`src/rtl/fifo_stream_reader_if.sv`:
```
// Signal bundle between the reader, the sync_fifo read port and the downstream stream.
// The reader takes the master modport; the FIFO/consumer side takes the slave modport.
interface fifo_stream_reader_if #(
   parameter int DATA_WIDTH = 64
);
   logic                  i_fifo_empty;
   logic [DATA_WIDTH-1:0] i_fifo_rd_data;
   logic                  o_fifo_rd_en;
   logic                  o_valid;
   logic                  i_ready;
   logic [DATA_WIDTH-1:0] o_data;

   modport master (
      input  i_fifo_empty, i_fifo_rd_data, i_ready,
      output o_fifo_rd_en, o_valid, o_data
   );

   modport slave (
      output i_fifo_empty, i_fifo_rd_data, i_ready,
      input  o_fifo_rd_en, o_valid, o_data
   );
endinterface

```
`src/rtl/fifo_stream_reader.sv`:
```
// Drains a sync_fifo with one-cycle read latency into a valid/ready stream.
// A two-entry skid buffer keeps one word per cycle flowing under continuous ready.
module fifo_stream_reader #(
   parameter int DATA_WIDTH = 64,
   parameter int CNT_WIDTH  = 32
) (
   input  logic                  i_clk,
   input  logic                  i_rstn,
   input  logic                  i_en,
   input  logic                  i_flush,
   fifo_stream_reader_if.master  io_bus,
   output logic [1:0]            o_buf_count,
   output logic [CNT_WIDTH-1:0]  o_xfer_count,
   output logic                  o_busy
);

   typedef enum logic [1:0] {
      BUF_EMPTY = 2'd0,
      BUF_ONE   = 2'd1,
      BUF_TWO   = 2'd2
   } buf_state_e;

   buf_state_e            r_state;
   buf_state_e            w_state_nxt;
   logic [DATA_WIDTH-1:0] r_head;
   logic [DATA_WIDTH-1:0] r_tail;
   logic [DATA_WIDTH-1:0] w_head_nxt;
   logic [DATA_WIDTH-1:0] w_tail_nxt;
   logic                  r_inflight;
   logic [CNT_WIDTH-1:0]  r_xfer;
   logic                  w_valid;
   logic                  w_pop_out;
   logic                  w_arrive;
   logic                  w_rd_en;
   logic [2:0]            w_occupancy;

   assign w_valid   = (r_state != BUF_EMPTY);
   assign w_pop_out = w_valid & io_bus.i_ready;
   // A word returning during a flush cycle is dropped rather than buffered.
   assign w_arrive  = r_inflight & ~i_flush;

   // Counting the word leaving this cycle lets a pop issue into a slot that frees at the same edge.
   assign w_occupancy = {1'b0, r_state} + {2'b00, r_inflight} - {2'b00, w_pop_out};
   assign w_rd_en     = i_rstn & i_en & ~i_flush & ~io_bus.i_fifo_empty & (w_occupancy < 3'd2);

   always_ff @(posedge i_clk or negedge i_rstn) begin
      if (!i_rstn) begin
         r_state    <= BUF_EMPTY;
         // NOTE: the data registers are reset because o_data must read 0 out of reset.
         r_head     <= '0;
         r_tail     <= '0;
         r_inflight <= 1'b0;
         r_xfer     <= '0;
      end else begin
         // NOTE: non-blocking assignments so every register samples pre-edge values.
         r_state    <= w_state_nxt;
         r_head     <= w_head_nxt;
         r_tail     <= w_tail_nxt;
         r_inflight <= w_rd_en;
         r_xfer     <= r_xfer + CNT_WIDTH'(w_pop_out);
      end
   end

   always_comb begin
      // NOTE: defaults first so no path through the case infers a latch.
      w_state_nxt = r_state;
      w_head_nxt  = r_head;
      w_tail_nxt  = r_tail;
      if (i_flush) begin
         w_state_nxt = BUF_EMPTY;
      end else begin
         case (r_state)
            BUF_EMPTY: begin
               if (w_arrive) begin
                  w_state_nxt = BUF_ONE;
                  w_head_nxt  = io_bus.i_fifo_rd_data;
               end
            end
            BUF_ONE: begin
               if (w_arrive && w_pop_out) begin
                  w_head_nxt = io_bus.i_fifo_rd_data;
               end else if (w_arrive) begin
                  w_state_nxt = BUF_TWO;
                  w_tail_nxt  = io_bus.i_fifo_rd_data;
               end else if (w_pop_out) begin
                  w_state_nxt = BUF_EMPTY;
               end
            end
            BUF_TWO: begin
               if (w_pop_out) begin
                  w_head_nxt = r_tail;
                  if (w_arrive) begin
                     w_tail_nxt = io_bus.i_fifo_rd_data;
                  end else begin
                     w_state_nxt = BUF_ONE;
                  end
               end
            end
            default: w_state_nxt = BUF_EMPTY;
         endcase
      end
   end

   assign io_bus.o_fifo_rd_en = w_rd_en;
   assign io_bus.o_valid      = w_valid;
   assign io_bus.o_data       = r_head;
   assign o_buf_count         = r_state;
   assign o_xfer_count        = r_xfer;
   assign o_busy              = w_valid | r_inflight;

   a_no_overflow: assert property (@(posedge i_clk) disable iff (!i_rstn)
      !((r_state == BUF_TWO) && w_arrive && !w_pop_out));

   a_no_pop_when_empty: assert property (@(posedge i_clk) disable iff (!i_rstn)
      !(w_rd_en && io_bus.i_fifo_empty));

endmodule
```
`src/flat_wrapper.sv`:
```
// flat-port wrapper written by rule: the top's interface ports become plain ports
module fifo_stream_reader_flat 
#(
   parameter int DATA_WIDTH = 64,
   parameter int CNT_WIDTH  = 32
)
  (i_clk, i_rstn, i_en, i_flush, o_buf_count, o_xfer_count, o_busy, io_bus_i_fifo_empty, io_bus_i_fifo_rd_data, io_bus_i_ready, io_bus_o_fifo_rd_en, io_bus_o_valid, io_bus_o_data);
  fifo_stream_reader_if #(.DATA_WIDTH(DATA_WIDTH)) io_bus_i ();
  input  logic i_clk;
  input  logic i_rstn;
  input  logic i_en;
  input  logic i_flush;
  output logic [1:0] o_buf_count;
  output logic [CNT_WIDTH-1:0] o_xfer_count;
  output logic o_busy;
  input wire logic [$bits(io_bus_i.i_fifo_empty)-1:0] io_bus_i_fifo_empty;
  input wire logic [$bits(io_bus_i.i_fifo_rd_data)-1:0] io_bus_i_fifo_rd_data;
  input wire logic [$bits(io_bus_i.i_ready)-1:0] io_bus_i_ready;
  output wire logic [$bits(io_bus_i.o_fifo_rd_en)-1:0] io_bus_o_fifo_rd_en;
  output wire logic [$bits(io_bus_i.o_valid)-1:0] io_bus_o_valid;
  output wire logic [$bits(io_bus_i.o_data)-1:0] io_bus_o_data;
  assign io_bus_i.i_fifo_empty = io_bus_i_fifo_empty;
  assign io_bus_i.i_fifo_rd_data = io_bus_i_fifo_rd_data;
  assign io_bus_i.i_ready = io_bus_i_ready;
  assign io_bus_o_fifo_rd_en = io_bus_i.o_fifo_rd_en;
  assign io_bus_o_valid = io_bus_i.o_valid;
  assign io_bus_o_data = io_bus_i.o_data;
  fifo_stream_reader #(.DATA_WIDTH(DATA_WIDTH), .CNT_WIDTH(CNT_WIDTH)) u_core (.i_clk(i_clk), .i_rstn(i_rstn), .i_en(i_en), .i_flush(i_flush), .io_bus(io_bus_i), .o_buf_count(o_buf_count), .o_xfer_count(o_xfer_count), .o_busy(o_busy));
endmodule
```
`config.mk`:
```
export PLATFORM = sky130hd
export DESIGN_NAME = fifo_stream_reader_flat
export DESIGN_NICKNAME = d
export VERILOG_FILES = /design/src/rtl/fifo_stream_reader_if.sv /design/src/rtl/fifo_stream_reader.sv /design/src/flat_wrapper.sv
export SDC_FILE = /design/constraint.sdc
export NUM_CORES = 1
export LEC_CHECK = 0
export ABC_AREA = 1
export BUFFER_PORTS_ARGS = -buffer_cell sky130_fd_sc_hd__buf_2
export CORE_MARGIN = 2
export CORE_UTILIZATION = 30
export CTS_BUF_LIST = sky130_fd_sc_hd__clkbuf_4 sky130_fd_sc_hd__clkbuf_8
export DETAILED_ROUTE_END_ITERATION = 12
export HOLD_SLACK_MARGIN = 0.02
export PLACE_DENSITY = 0.48
export SETUP_SLACK_MARGIN = 0.05
export SLEW_MARGIN = 10
export SYNTH_ARGS = -nofsm -noshare
export SYNTH_HDL_FRONTEND = slang
export SYNTH_SLANG_ARGS = --single-unit
```
`constraint.sdc`:
```
create_clock -name i_clk -period 2.8 [get_ports i_clk]
set_clock_uncertainty 0.2 [all_clocks]
set_input_delay 0 -clock i_clk [delete_from_list [all_inputs] [get_ports i_clk]]
set_output_delay 0 -clock i_clk [all_outputs]
set_load 0.01 [all_outputs]
```
Word level (Yosys, flattened, before mapping):

Cells that the tools add are included.

* register bits: 163
* input port bits: 70

* $add $sub $neg: 3
* magnitude comparators: 1
* equal/unequal tests: 11
* muxes and demuxes: 16
* bitwise logic cells: 9
* reduce and logical (&&, ||, !) cells: 8

Operators by type and width (number)
* two-way mux 64 bit: 6
* case mux 64 bit (3 select lines): 1
* case mux 64 bit (2 select lines): 1
* adder 32 x 1 -> 32 bit: 1
* two-way mux 2 bit: 7
* AND reduction 5 bit: 2
* bitwise AND 1 bit: 6
* != test 2 x 1 -> 1 bit, second input constant: 3
* != test 3 x 2 -> 1 bit, second input constant: 2
* != test 3 bit, second input constant: 2
* case mux 2 bit (3 select lines): 1
* != test 4 x 2 -> 1 bit, second input constant: 1
* AND reduction 4 bit: 1
* nonzero test 2 bit: 2
* adder 2 x 1 -> 3 bit: 1
* less-than comparator 3 x 2 -> 1 bit, second input constant: 1
* nonzero test 3 bit: 1
* subtractor 3 x 1 -> 3 bit: 1
* equality test 2 x 1 -> 1 bit, second input constant: 1
* equality test 2 bit, second input constant: 1
* logical NOT 2 bit: 1
* != test 2 bit, second input constant: 1
* inverter 1 bit: 2
* logical AND 1 bit: 1
* bitwise OR 1 bit: 1

Longest topological paths before layout:

Gate-level depths: netlist of the first run.

* depth after elaboration: 7
* gate-level depth with buffers: 10

Worst setup path after synthesis of the first run:

OpenSTA, ideal clock, no wires.

* path kind: register to register
* from: register u_core.r_state[1] (netlist: u_core.o_buf_count[1])
* to: register u_core.r_xfer[28] (netlist: u_core.o_xfer_count[28])
* data arrival time: 1872 ps
* setup slack: 611 ps
* cell stages (with the launch flop): 11
* buffers on the path: 0
* period minus slack after synthesis: 2189 ps
* path through: dfrtp_1 -> nor2_1 -> nor3_4 -> ha_1 -> nand2_1 -> nor2_1 -> inv_1 -> nor2_1 -> nand2_1 -> nand2_1 -> nand2_1

* word-level cells in the longest chain between the ends: 3

RTL lines
* start: declaration: RTL line fifo_stream_reader.sv:23 `buf_state_e r_state;`
* start signal: assignment: RTL line fifo_stream_reader.sv:56 `r_state <= w_state_nxt;`
* nonzero test 2 bit: RTL line fifo_stream_reader.sv:37 `assign w_valid = (r_state != BUF_EMPTY);`
* bitwise AND 1 bit: RTL line fifo_stream_reader.sv:38 `assign w_pop_out = w_valid & io_bus.i_ready;`
* adder 32 x 1 -> 32 bit: RTL line fifo_stream_reader.sv:60 `r_xfer <= r_xfer + CNT_WIDTH'(w_pop_out);`
* end signal: assignment: RTL line fifo_stream_reader.sv:60
* end: declaration: RTL line fifo_stream_reader.sv:30 `logic [CNT_WIDTH-1:0] r_xfer;`

No other way between the ends.
A chain may end at the register's enable or synchronous reset.

Final worst setup path of the first run:

* from: register u_core.r_state[0] (netlist: u_core.o_buf_count[0])
* to: register u_core.r_inflight

* word-level cells in the longest chain between the ends: 5
* elaborated cells on any way between the ends: 6
* classes of those cells: add/sub (2); order compare (1); bitwise (2); reduce/logical (1)

RTL lines
* parallel branches: the longest is 2 deep, another holds adder 2 x 1 -> 3 bit
* subtractor 3 x 1 -> 3 bit *: RTL line fifo_stream_reader.sv:43 `assign w_occupancy = {1'b0, r_state} + {2'b00, r_inflight} - {2'b00, w_pop_out};`
* less-than comparator 3 x 2 -> 1 bit *: RTL line fifo_stream_reader.sv:44 `assign w_rd_en = i_rstn & i_en & ~i_flush & ~io_bus.i_fifo_empty & (w_occupancy < 3'd2);`
* bitwise AND 1 bit *: RTL line fifo_stream_reader.sv:44
* end signal: assignment: RTL line fifo_stream_reader.sv:59 `r_inflight <= w_rd_en;`
* end: declaration: RTL line fifo_stream_reader.sv:29 `logic r_inflight;`

Every way passes the cells marked *.

==> results of run 1 <==
## final timing paths
kind                                                    from                              endpoint  slack (ps)  cells past startpoint
max reg2reg                u_core.o_buf_count[0]$_DFFE_PN0P_           u_core.r_inflight$_DFF_PN0_         260                     11
min                                io_bus_i_fifo_rd_data[41]         u_core.r_tail[41]$_DFFE_PN0P_         140                      4
max                        u_core.o_buf_count[0]$_DFFE_PN0P_           u_core.r_inflight$_DFF_PN0_         260                     11
min reg2reg                    u_core.r_tail[52]$_DFFE_PN0P_         u_core.r_tail[52]$_DFFE_PN0P_         290                      2
min in group asynchronous                             i_rstn         u_core.r_tail[30]$_DFFE_PN0P_         460                      4
max in group asynchronous                             i_rstn  u_core.io_bus.o_data[14]$_DFFE_PN0P_        1250                      4
## state kept, by name, indices dropped and copies added (netlist names)
| register | count |
|---|---|
| u_core.r_tail | 64 |
| u_core.o_buf_count | 2 |
| u_core.r_inflight | 1 |
| u_core.io_bus.o_data | 64 |
| u_core.o_xfer_count | 32 |
## worst reg2reg max path, cell delays in order (launching register included)
cell           delay, ps
dfrtp_2              460
inv_4                100
nand2_4               50
inv_2                 60
nand2_2               90
nand2_1               80
nand2_1               60
fa_1                 400
a21oi_2              140
o21ai_1               80
nor3_2               210
dlygate4sd3_1        570
## layer usage
metal  wire, µm  up-vias  GRT usage (%)
met2       9160      126           25.0
met5          0        -              0
met1       9570     3026           20.6
met3        862       16           3.03
met4        282        0           4.59
li1           -     3437              -
## synth_stat cells
cell type | instances | area share, %
nand2_1 | 265 | 13
dfrtp_1 | 163 | 53
inv_1 | 155 | 7.6
nor2_1 | 90 | 4.4
o21ai_0 | 88 | 5.7
o21ai_1 | 66 | 4.3
a21oi_1 | 40 | 2.6
buf_4 | 17 | 1.7
nand3b_1 | 12 | 1.2
xor2_1 | 12 | 1.4
clkbuf_1 | 11 | 0.54
buf_2 | 9 | 0.59
nand3_1 | 9 | 0.59
nor3_1 | 7 | 0.46
inv_2 | 5 | 0.24
buf_6 | 4 | 0.59
nand4_1 | 4 | 0.33
nand2_2 | 2 | 0.16
xnor2_1 | 2 | 0.23
a21oi_2 | 1 | 0.11
fa_1 | 1 | 0.26
ha_1 | 1 | 0.16
nand2_4 | 1 | 0.15
nor2_4 | 1 | 0.15
nor3_4 | 1 | 0.21
o2111ai_1 | 1 | 0.11
o21ai_2 | 1 | 0.11
o31ai_1 | 1 | 0.098
## final cells by class
class / count / area share, %
sequential: 163 / 41.2
multi-input combinational: 606 / 27.9
timing repair buffer: 250 / 16.8
inverter: 160 / 6.08
tap: 330 / 4.16
clock buffer: 18 / 2.43
clock inverter: 14 / 1.45
antenna: 1 / 0.0252
## cells by family (layout without fill, tap and decap cells)
family	count (synthesis)	in the layout	share of synthesized area, %
compound gates	198	198	13.1
xor+xnor	14	14	1.60
fa+ha+maj	2	2	0.424
buf+inv	201	442	11.2
flops	163	163	53.1
other cells	0	1	0
simple gates	392	392	20.6
## timing repair
| action | CTS | global route |
|---|---|---|
| hold buffers | 71 | 0 |
| endpoints found under the hold margin | 304 | 0 |
| resized for setup | 0 | 6 |
| endpoints found under the setup margin | 0 | 2 |
| setup buffers | 0 | 1 |
## per-stage QoR
step / util (%) / cells / hold slack [ps] / total power [mW]
2_1_floorplan: - / 970 / -496 / 3.69
3_3_place_gp: 34.9 / 1437 / -276 / 4.29
3_5_place_dp: 34.9 / 1437 / -276 / 4.30
4_1_cts: 39.3 / 1540 / 105 / 6.14
5_1_grt: 39.4 / 1541 / 115 / 6.46
6_report: 39.4 / 1542 / 138 / 6.03
## power breakdown
| part | switching [mW] | internal (mW) |
|---|---|---|
| logic | 0.701 | 0.574 |
| clock network | 0.969 | 0.740 |
| registers | 0.259 | 2.79 |
| total | 1.93 | 4.10 |
==> results.cfg, run 1 <==
[sta]
fmax_ghz = 0.393
worst_slew_pin_slew_ps = 698
hold_viol = 0
setup_violations = 0
fin_crit_ps = 2540
finalWorstSetupSlack_ps = 258
fin_setup_tns_ps = 0
slew_viol_final = 0
rsz0062_at_grt = no
finalCritPeriodShare_pct = 90.8
max-slew-margin-rel_pct = 53.5

[synth]
synth_cell_types = 28
ys_seq_elements = 163
syn-instance-count = 970
seq_area_frac_synth_pct = 53.1
synth_area_um2 = 7680
yosysWarnings = 0
synth_area_per_cell_um2 = 7.91
synth_nets = 1042

[route]
routedWlPerCell_um = 12.9
vias_per_cell = 4.28
drt_first_iter_violations = 327
first_pass_iters = 5
drc = 0
num_vias = 6605
totalWireLength_mm = 19.9
ant_nets = 0

[critical_path]
cp.arrival_ps = 2720
cp_max_fo = 5
crit_chain = inv_4 > nand2_4 > inv_2 > nand2_2 > nand2_1 > nand2_1 > fa_1 > a21oi_2 > o21ai_1 > nor3_2 > dlygate4sd3_1
crit_path_top_delay_cell = dlygate4sd3_1
cp-start-kind = flip-flop
cpPeakStageDelay_ps = 570
endpoint_kind = flip-flop
crit_top_cell = nand2_1
crit_buf_inv = 3
critPathTopFamily = buffers and inverters
critPathKind = reg -> reg
cp.required_ps = 2980

[placement]
io_buffers = 170
dpl_worst_slack_ps = 379
gp_congestion = 0.833
dp_hpwl_mm = 13.2
placed_cell_area_um2 = 8790

[floorplanning]
die-area_um2 = 26900
start_util_pct = 30.5
core_area_um2 = 25200
rows = 58
die_h_um = 164
die_w_um = 164
io_pins = 171

[flow_run]
maxCapViolations = 0

[grt]
gr-usage-all-layers_pct = 15.3
grt_pass1_wl_mm = 32.3
grt_pass1_vias = 6301
grt_max_degree = 83
antenna_found_initial = 1
gr-total-overflow = 0

[clocking]
cts.path.max_buffers = 2
cts_sinks = 163
cts.htree.levels = 4
cts_buffers = 17
clk_pin_slew_ps = 100
insertion_delay_ps = 450
cts_root_buf = clkbuf_8
cts_tree = built

[finish]
area.sequential_um2 = 4080
multiInputGateArea_um2 = 2760
nets = 1270
most-common-layout-cells = 264 x nand2_1, 169 x buf_2, 161 x dfrtp_1, 155 x inv_1, 90 x nor2_1
final_common_cell = nand2_1
syn_to_final_growth_pct = 29.2
layout-drive-gt1-share_pct = 18.9
nFillCells = 2653
fin_area_um2 = 9920

[pwr]
powerDensity_nw_per_um2 = 608
ir_drop_uv = 265
p_leak_nw = 5.12

[worst_hold_path]
hold_path_class = in -> reg

[outcome]
status = finished clean
Note: power is estimated with default switching activity, not from simulation.
==> run 2, diff against run 1 <==
- CORE_MARGIN: 2 -> 1.5
- SETUP_SLACK_MARGIN: 0.05 -> unset
==> run 2 against run 1 <==
  * Flip-flop and latch count is the same
  * Combinational power is essentially flat
  * Power grew 4.3%
  * Count of clock-buffer cells in the layout grew 1
  * Sequential share of layout area shrank 0.31 points
  * Critical path depth is the same
  * Largest power group unchanged
==> results.cfg, run 2 (synthesis gave the netlist of run 1 again) <==
[outcome]
status = finished clean

[sta]
max-slew-margin-rel_pct = 51.5
setup_violations = 0
worst_slew_pin_slew_ps = 728
fin_setup_tns_ps = 0
fin_crit_ps = 2560
hold_viol = 0
fmax_ghz = 0.390
finalCritPeriodShare_pct = 91.5
rsz0062_at_grt = no
slew_viol_final = 0

[finish]
final_common_cell = nand2_1
antenna_cells = 0
most-common-layout-cells = 264 x nand2_1, 169 x buf_2, 162 x dfrtp_1, 155 x inv_1, 90 x nor2_1
final_util_pct = 39.7
syn_to_final_growth_pct = 30.1
fin_cells = 1543
layout-drive-gt1-share_pct = 18.7
nets = 1272

[worst_hold_path]
min_path_cells = 4
worstHoldStart = io_bus_i_fifo_rd_data[39]
hold_path_class = in -> reg
min_to = u_core.r_tail[39]$_DFFE_PN0P_

[floorplanning]
start_util_pct = 30.5
die-area_um2 = 26600
io_pins = 171
rows = 58
core_area_um2 = 25200
die_w_um = 163
die_h_um = 163

[route]
num_vias = 6590
totalWireLength_mm = 19.7
ant_nets = 0
drc = 0
drt_first_iter_violations = 418
vias_per_cell = 4.27
first_pass_iters = 5
routedWlPerCell_um = 12.7

[critical_path]
cp.arrival_ps = 2750
cp-start-kind = flip-flop
cp.required_ps = 2980
cp_max_fo = 5
rr_worst_depth = 11
startpoint = u_core.o_buf_count[0]$_DFFE_PN0P_
regToRegStartpoint = u_core.o_buf_count[0]$_DFFE_PN0P_
endpoint_kind = flip-flop
critPathKind = reg -> reg
rrSetupSlack_ps = 240
r2r_end = u_core.r_inflight$_DFF_PN0_

[grt]
grt_pass1_wl_mm = 31.7
gr-usage-all-layers_pct = 15.3
top_usage_layer = met2
grt_max_degree = 80
grt_pass1_vias = 6189
antenna_found_initial = 1
gr-total-overflow = 0
met3_usage_pct = 3.57
use_met1_pct = 20.8
grt.met2_usage_pct = 24.6

[pwr]
power.internal_mw = 4.39
powerDensity_nw_per_um2 = 630
ir_drop_uv = 272
power_frac_comb_pct = 20.3
seqPwrFrac_pct = 48.3
p_total_mw = 6.29
p_leak_nw = 5.17
p_switching_mw = 1.90
switching_share_pct = 30.2
clkPwrFrac_pct = 31.4

[clocking]
cts_buffers = 17
cts.path.max_buffers = 2
cts_sinks = 163
cts_root_buf = clkbuf_8
cts.htree.levels = 4
cts_tree = built
insertion_delay_ps = 450
clk_pin_slew_ps = 100

[flow_run]
maxCapViolations = 0

[placement]
dp_hpwl_mm = 13.3
gp_congestion = 0.845
dpl.cell_count = 1438
io_buffers = 170
run 2: cell count changes in the layout (fill, tap and decap cells not counted), sizes merged:
cell,previous run,this run
inv,166,165
clkbuf,18,19
dlygate4sd3,70,71
diode,1,0
clkinvlp,4,2
clkinv,3,2
buf,180,181
bufinv,1,4
run 2: worst max path at each step:
stage / to / slack (ps) / cells after the start
2_1_floorplan: u_core.o_xfer_count[28]$_DFF_PN0_ / 610 / 10
3_3_place_gp: u_core.o_xfer_count[28]$_DFF_PN0_ / 420 / 10
3_5_place_dp: u_core.o_xfer_count[28]$_DFF_PN0_ / 380 / 10
4_1_cts: io_bus_o_fifo_rd_en / 160 / 11
5_1_grt: io_bus_o_fifo_rd_en / 4 / 10
6_report: u_core.r_inflight$_DFF_PN0_ / 240 / 11
run 2: stage by stage:
step / setup slack [ps] / instance area [µm²] / hold WS, ps
floorplan: 611 / 7680 / -496
global placement: 421 / 8810 / -344
detailed placement: 385 / 8810 / -340
CTS: 163 / 9970 / 105
global route: 3.98 / 9990 / 132
finish: 237 / 9990 / 144
run 2: critical path: stages, from the launching register on:
cell and delay, ps:
dfrtp_2 450, inv_4 90, nand2_4 50, inv_2 60
nand2_2 90, nand2_1 70, nand2_1 60, fa_1 390
a21oi_1 150, o21ai_0 90, nor3_1 230, dlygate4sd3_1 580
run 2: per-layer routing:
metal  part of all wire [%]  wire (µm)  up-vias
met3                    4.2        828       14
li1                       -          -     3449
met1                     50       9840     2998
met4                    1.1        209        2
met5                  0.066         13        -
met2                     45       8780      127
run 2: layout make-up:
cell class                      instances  area [µm²]
Tap cell                              330         413
Inverter                              160         603
Multi-Input combinational cell        606        2750
Sequential cell                       163        4080
Fill cell                            2630       15200
Clock inverter                         13         198
Clock buffer                           19         255
Timing Repair Buffer                  252        1690
run 2: power by group through the flow:
stage | clock, mW | combinational, mW | sequential, mW
finish | 1.97 | 1.28 | 3.04
global route | 2.15 | 1.46 | 3.10
CTS | 2.06 | 1.30 | 3.05
detailed placement | 0 | 1.22 | 3.09
global placement | 0 | 1.20 | 3.08
floorplan | 0 | 0.482 | 3.21
run 2: repair_timing:
item,in CTS,in global routing
resized for setup,0,2
buffers inserted,0,2
endpoints found under the setup margin,0,1
hold endpoints to repair,302,0
hold buffers,71,0
==> run 3, diff against run 2 <==
- ABC_AREA: 1 -> unset
- PLACE_DENSITY: 0.48 -> unset
==> run 3 against run 2 <==
  * First-iteration DRC count fell by 58%
  * Largest power group unchanged
  * Via count fell by 27%
  * Die area fell by 6.0%
  * Final cell count fell by 30%
  * Synthesized cell count fell by 49%
  * Non-clock buffer count rose by 1
  * Final area fell by 4.2%
  * Synthesized area fell by 6.1%
==> results.cfg, run 3 <==
[outcome]
status = finished clean

[grt]
gr-total-overflow = 0
antenna_found_initial = 0
gr-usage-all-layers_pct = 12.9
grt_max_degree = 87
grt_pass1_vias = 4736
grt_pass1_wl_mm = 25.1

[synth]
synth_edf_count = 0
synth_commonest_cells = 172 x mux2_2, 163 x dfrtp_1, 25 x xnor2_1
synthFlopType = dfrtp_1
seq_area_frac_synth_pct = 56.6
synth_area_per_cell_um2 = 14.5
async_flop_share_pct = 100
synth_nets = 568
synth_area_leader_cell = dfrtp_1
synth_most_common_cell = mux2_2
yosysWarnings = 0
synth_area_um2 = 7210
synth_cell_types = 36
synth_top_cell_area_share_pct = 56.6
ys_seq_elements = 163
synthTopCellsByArea = dfrtp_1 57%, mux2_2 27%, mux2_1 3.1%
syn-instance-count = 496

[critical_path]
crit_path_top_delay_cell = dlygate4sd3_1
crit_chain = and3b_2 > o21ai_0 > fa_1 > nand4b_1 > nor3_1 > dlygate4sd3_1
endpoint_kind = flip-flop
critPathKind = reg -> reg
critPathTopFamily = simple AND/OR/NAND/NOR gates
rr_worst_depth = 6
crit_buf_inv = 1
cp_max_fo = 9
regToRegStartpoint = u_core.o_buf_count[0]$_DFFE_PN0P_
rrSetupSlack_ps = 200
r2r_end = u_core.r_inflight$_DFF_PN0_
cp.depth = 6
cp-start-kind = flip-flop
cp.required_ps = 2980
cpPeakStageDelay_ps = 590
cp.arrival_ps = 2780

[route]
ant_nets = 0
drc = 0
num_vias = 4785
routedWlPerCell_um = 14.5
totalWireLength_mm = 15.6
wl_met3_um = 951
route.met2.wl_mm = 7.28
first_pass_iters = 4
vias_per_cell = 4.45
routedLengthMet1_mm = 7.28
top_layer = met4
drt_first_iter_violations = 177

[clocking]
cts_root_buf = clkbuf_8
insertion_delay_ps = 430
cts.htree.levels = 4
cts_buffers = 17
post_cts_buffers = 0
cts_sinks = 163
cts_tree = built
clk_pin_slew_ps = 90
cts.path.max_buffers = 2

[flow_run]
maxCapViolations = 0

[sta]
fin_crit_ps = 2600
slew_viol_final = 0
hold_ws_ps = 118
hold_viol = 0
fin_setup_tns_ps = 0
finalCritPeriodShare_pct = 92.8
worst_slew_pin_slew_ps = 489
max-slew-margin-rel_pct = 67.1
setup_violations = 0
fmax_ghz = 0.385
rsz0062_at_grt = no

[floorplanning]
die_w_um = 158
start_util_pct = 30.6
rows = 56
core_area_um2 = 23500
io_pins = 171
die-area_um2 = 25000
die_h_um = 158

[placement]
dp_hpwl_mm = 10.0
gp_congestion = 0.754
io_buffers = 170

[pwr]
powerDensity_nw_per_um2 = 568
p_total_mw = 5.43
p_leak_nw = 4.71
ir_drop_uv = 313

[finish]
syn_to_final_growth_pct = 32.7
nets = 816
most-common-layout-cells = 172 x mux2_2, 169 x buf_2, 163 x dfrtp_1, 71 x dlygate4sd3_1, 25 x xnor2_1
final_common_cell = mux2_2
antenna_cells = 0
nFillCells = 2285
layout-drive-gt1-share_pct = 51.9

[worst_hold_path]
min_to = u_core.r_tail[17]$_DFFE_PN0P_
worstHoldStart = io_bus_i_fifo_rd_data[17]
min_path_cells = 3
hold_path_class = in -> reg
==> run 3: worst max path at each step <==
stage               slack (ps)                                 to                         startpoint
global route                 3                io_bus_o_fifo_rd_en  u_core.o_buf_count[0]$_DFFE_PN0P_
finish                     200        u_core.r_inflight$_DFF_PN0_  u_core.o_buf_count[0]$_DFFE_PN0P_
global placement           550  u_core.o_xfer_count[24]$_DFF_PN0_  u_core.o_buf_count[0]$_DFFE_PN0P_
floorplan                  540        u_core.r_inflight$_DFF_PN0_  u_core.o_buf_count[1]$_DFFE_PN0P_
detailed placement         470  u_core.o_xfer_count[24]$_DFF_PN0_  u_core.o_buf_count[0]$_DFFE_PN0P_
CTS                        100                io_bus_o_fifo_rd_en  u_core.o_buf_count[0]$_DFFE_PN0P_
==> run 3: final cells by class <==
type / instances / area, µm² / share of cell area [%]
clock buffers: 17 / 234 / 2.45
flip-flops and latches: 163 / 4080 / 42.6
well taps: 319 / 399 / 4.17
repair buffers: 253 / 1730 / 18.1
clock inverters: 15 / 155 / 1.62
inverters: 2 / 7.51 / 0.0785
multi-input cells: 307 / 2960 / 31.0
==> run 3: kinds of logic after synthesis <==
| kind of cell | after synthesis | share of synthesized area, % |
|---|---|---|
| compound gates | 8 | 0.815 |
| xor+xnor | 32 | 3.89 |
| fa+ha+maj | 2 | 0.451 |
| buf+inv | 26 | 2.46 |
| flops | 163 | 56.6 |
| mux | 193 | 30.1 |
| simple gates | 72 | 5.71 |
==> run 3: what timing repair did <==
action | 4_1_cts | 5_1_grt
hold endpoints to repair | 298 | 0
gates resized for setup | 0 | 1
hold buffers | 72 | 0
setup endpoints to repair | 0 | 2
==> run 3: through the flow <==
stage,setup slack [ps],utilization [%],cells,cell area (µm²)
after detailed placement,472,35.8,972,8440
final,203,40.6,1076,9570
after global placement,548,35.8,972,8440
after CTS,98.5,40.6,1076,9570
after global routing,3.22,40.6,1076,9570
after floorplan,536,-,496,7210
==> run 3: worst reg2reg max path: stages (launching register included) <==
cell	delay (ps)
dfrtp_1	460
and3b_2	350
o21ai_0	130
fa_1	510
nand4b_1	80
nor3_1	210
dlygate4sd3_1	590
==> run 3: where the power goes <==
part / switching, mW / internal [mW] / leakage [nW]
logic: 0.422 / 0.514 / 2.36
registers: 0.147 / 2.64 / 2.16
clock network: 0.910 / 0.800 / 0.193
==> run 3: layer usage <==
layer / vias to the layer above / global-route usage, %
met1: 2386 / 17.1
met5: - / 0
met4: 0 / 3.38
met2: 127 / 20.2
met3: 9 / 4.41
li1: 2263 / -
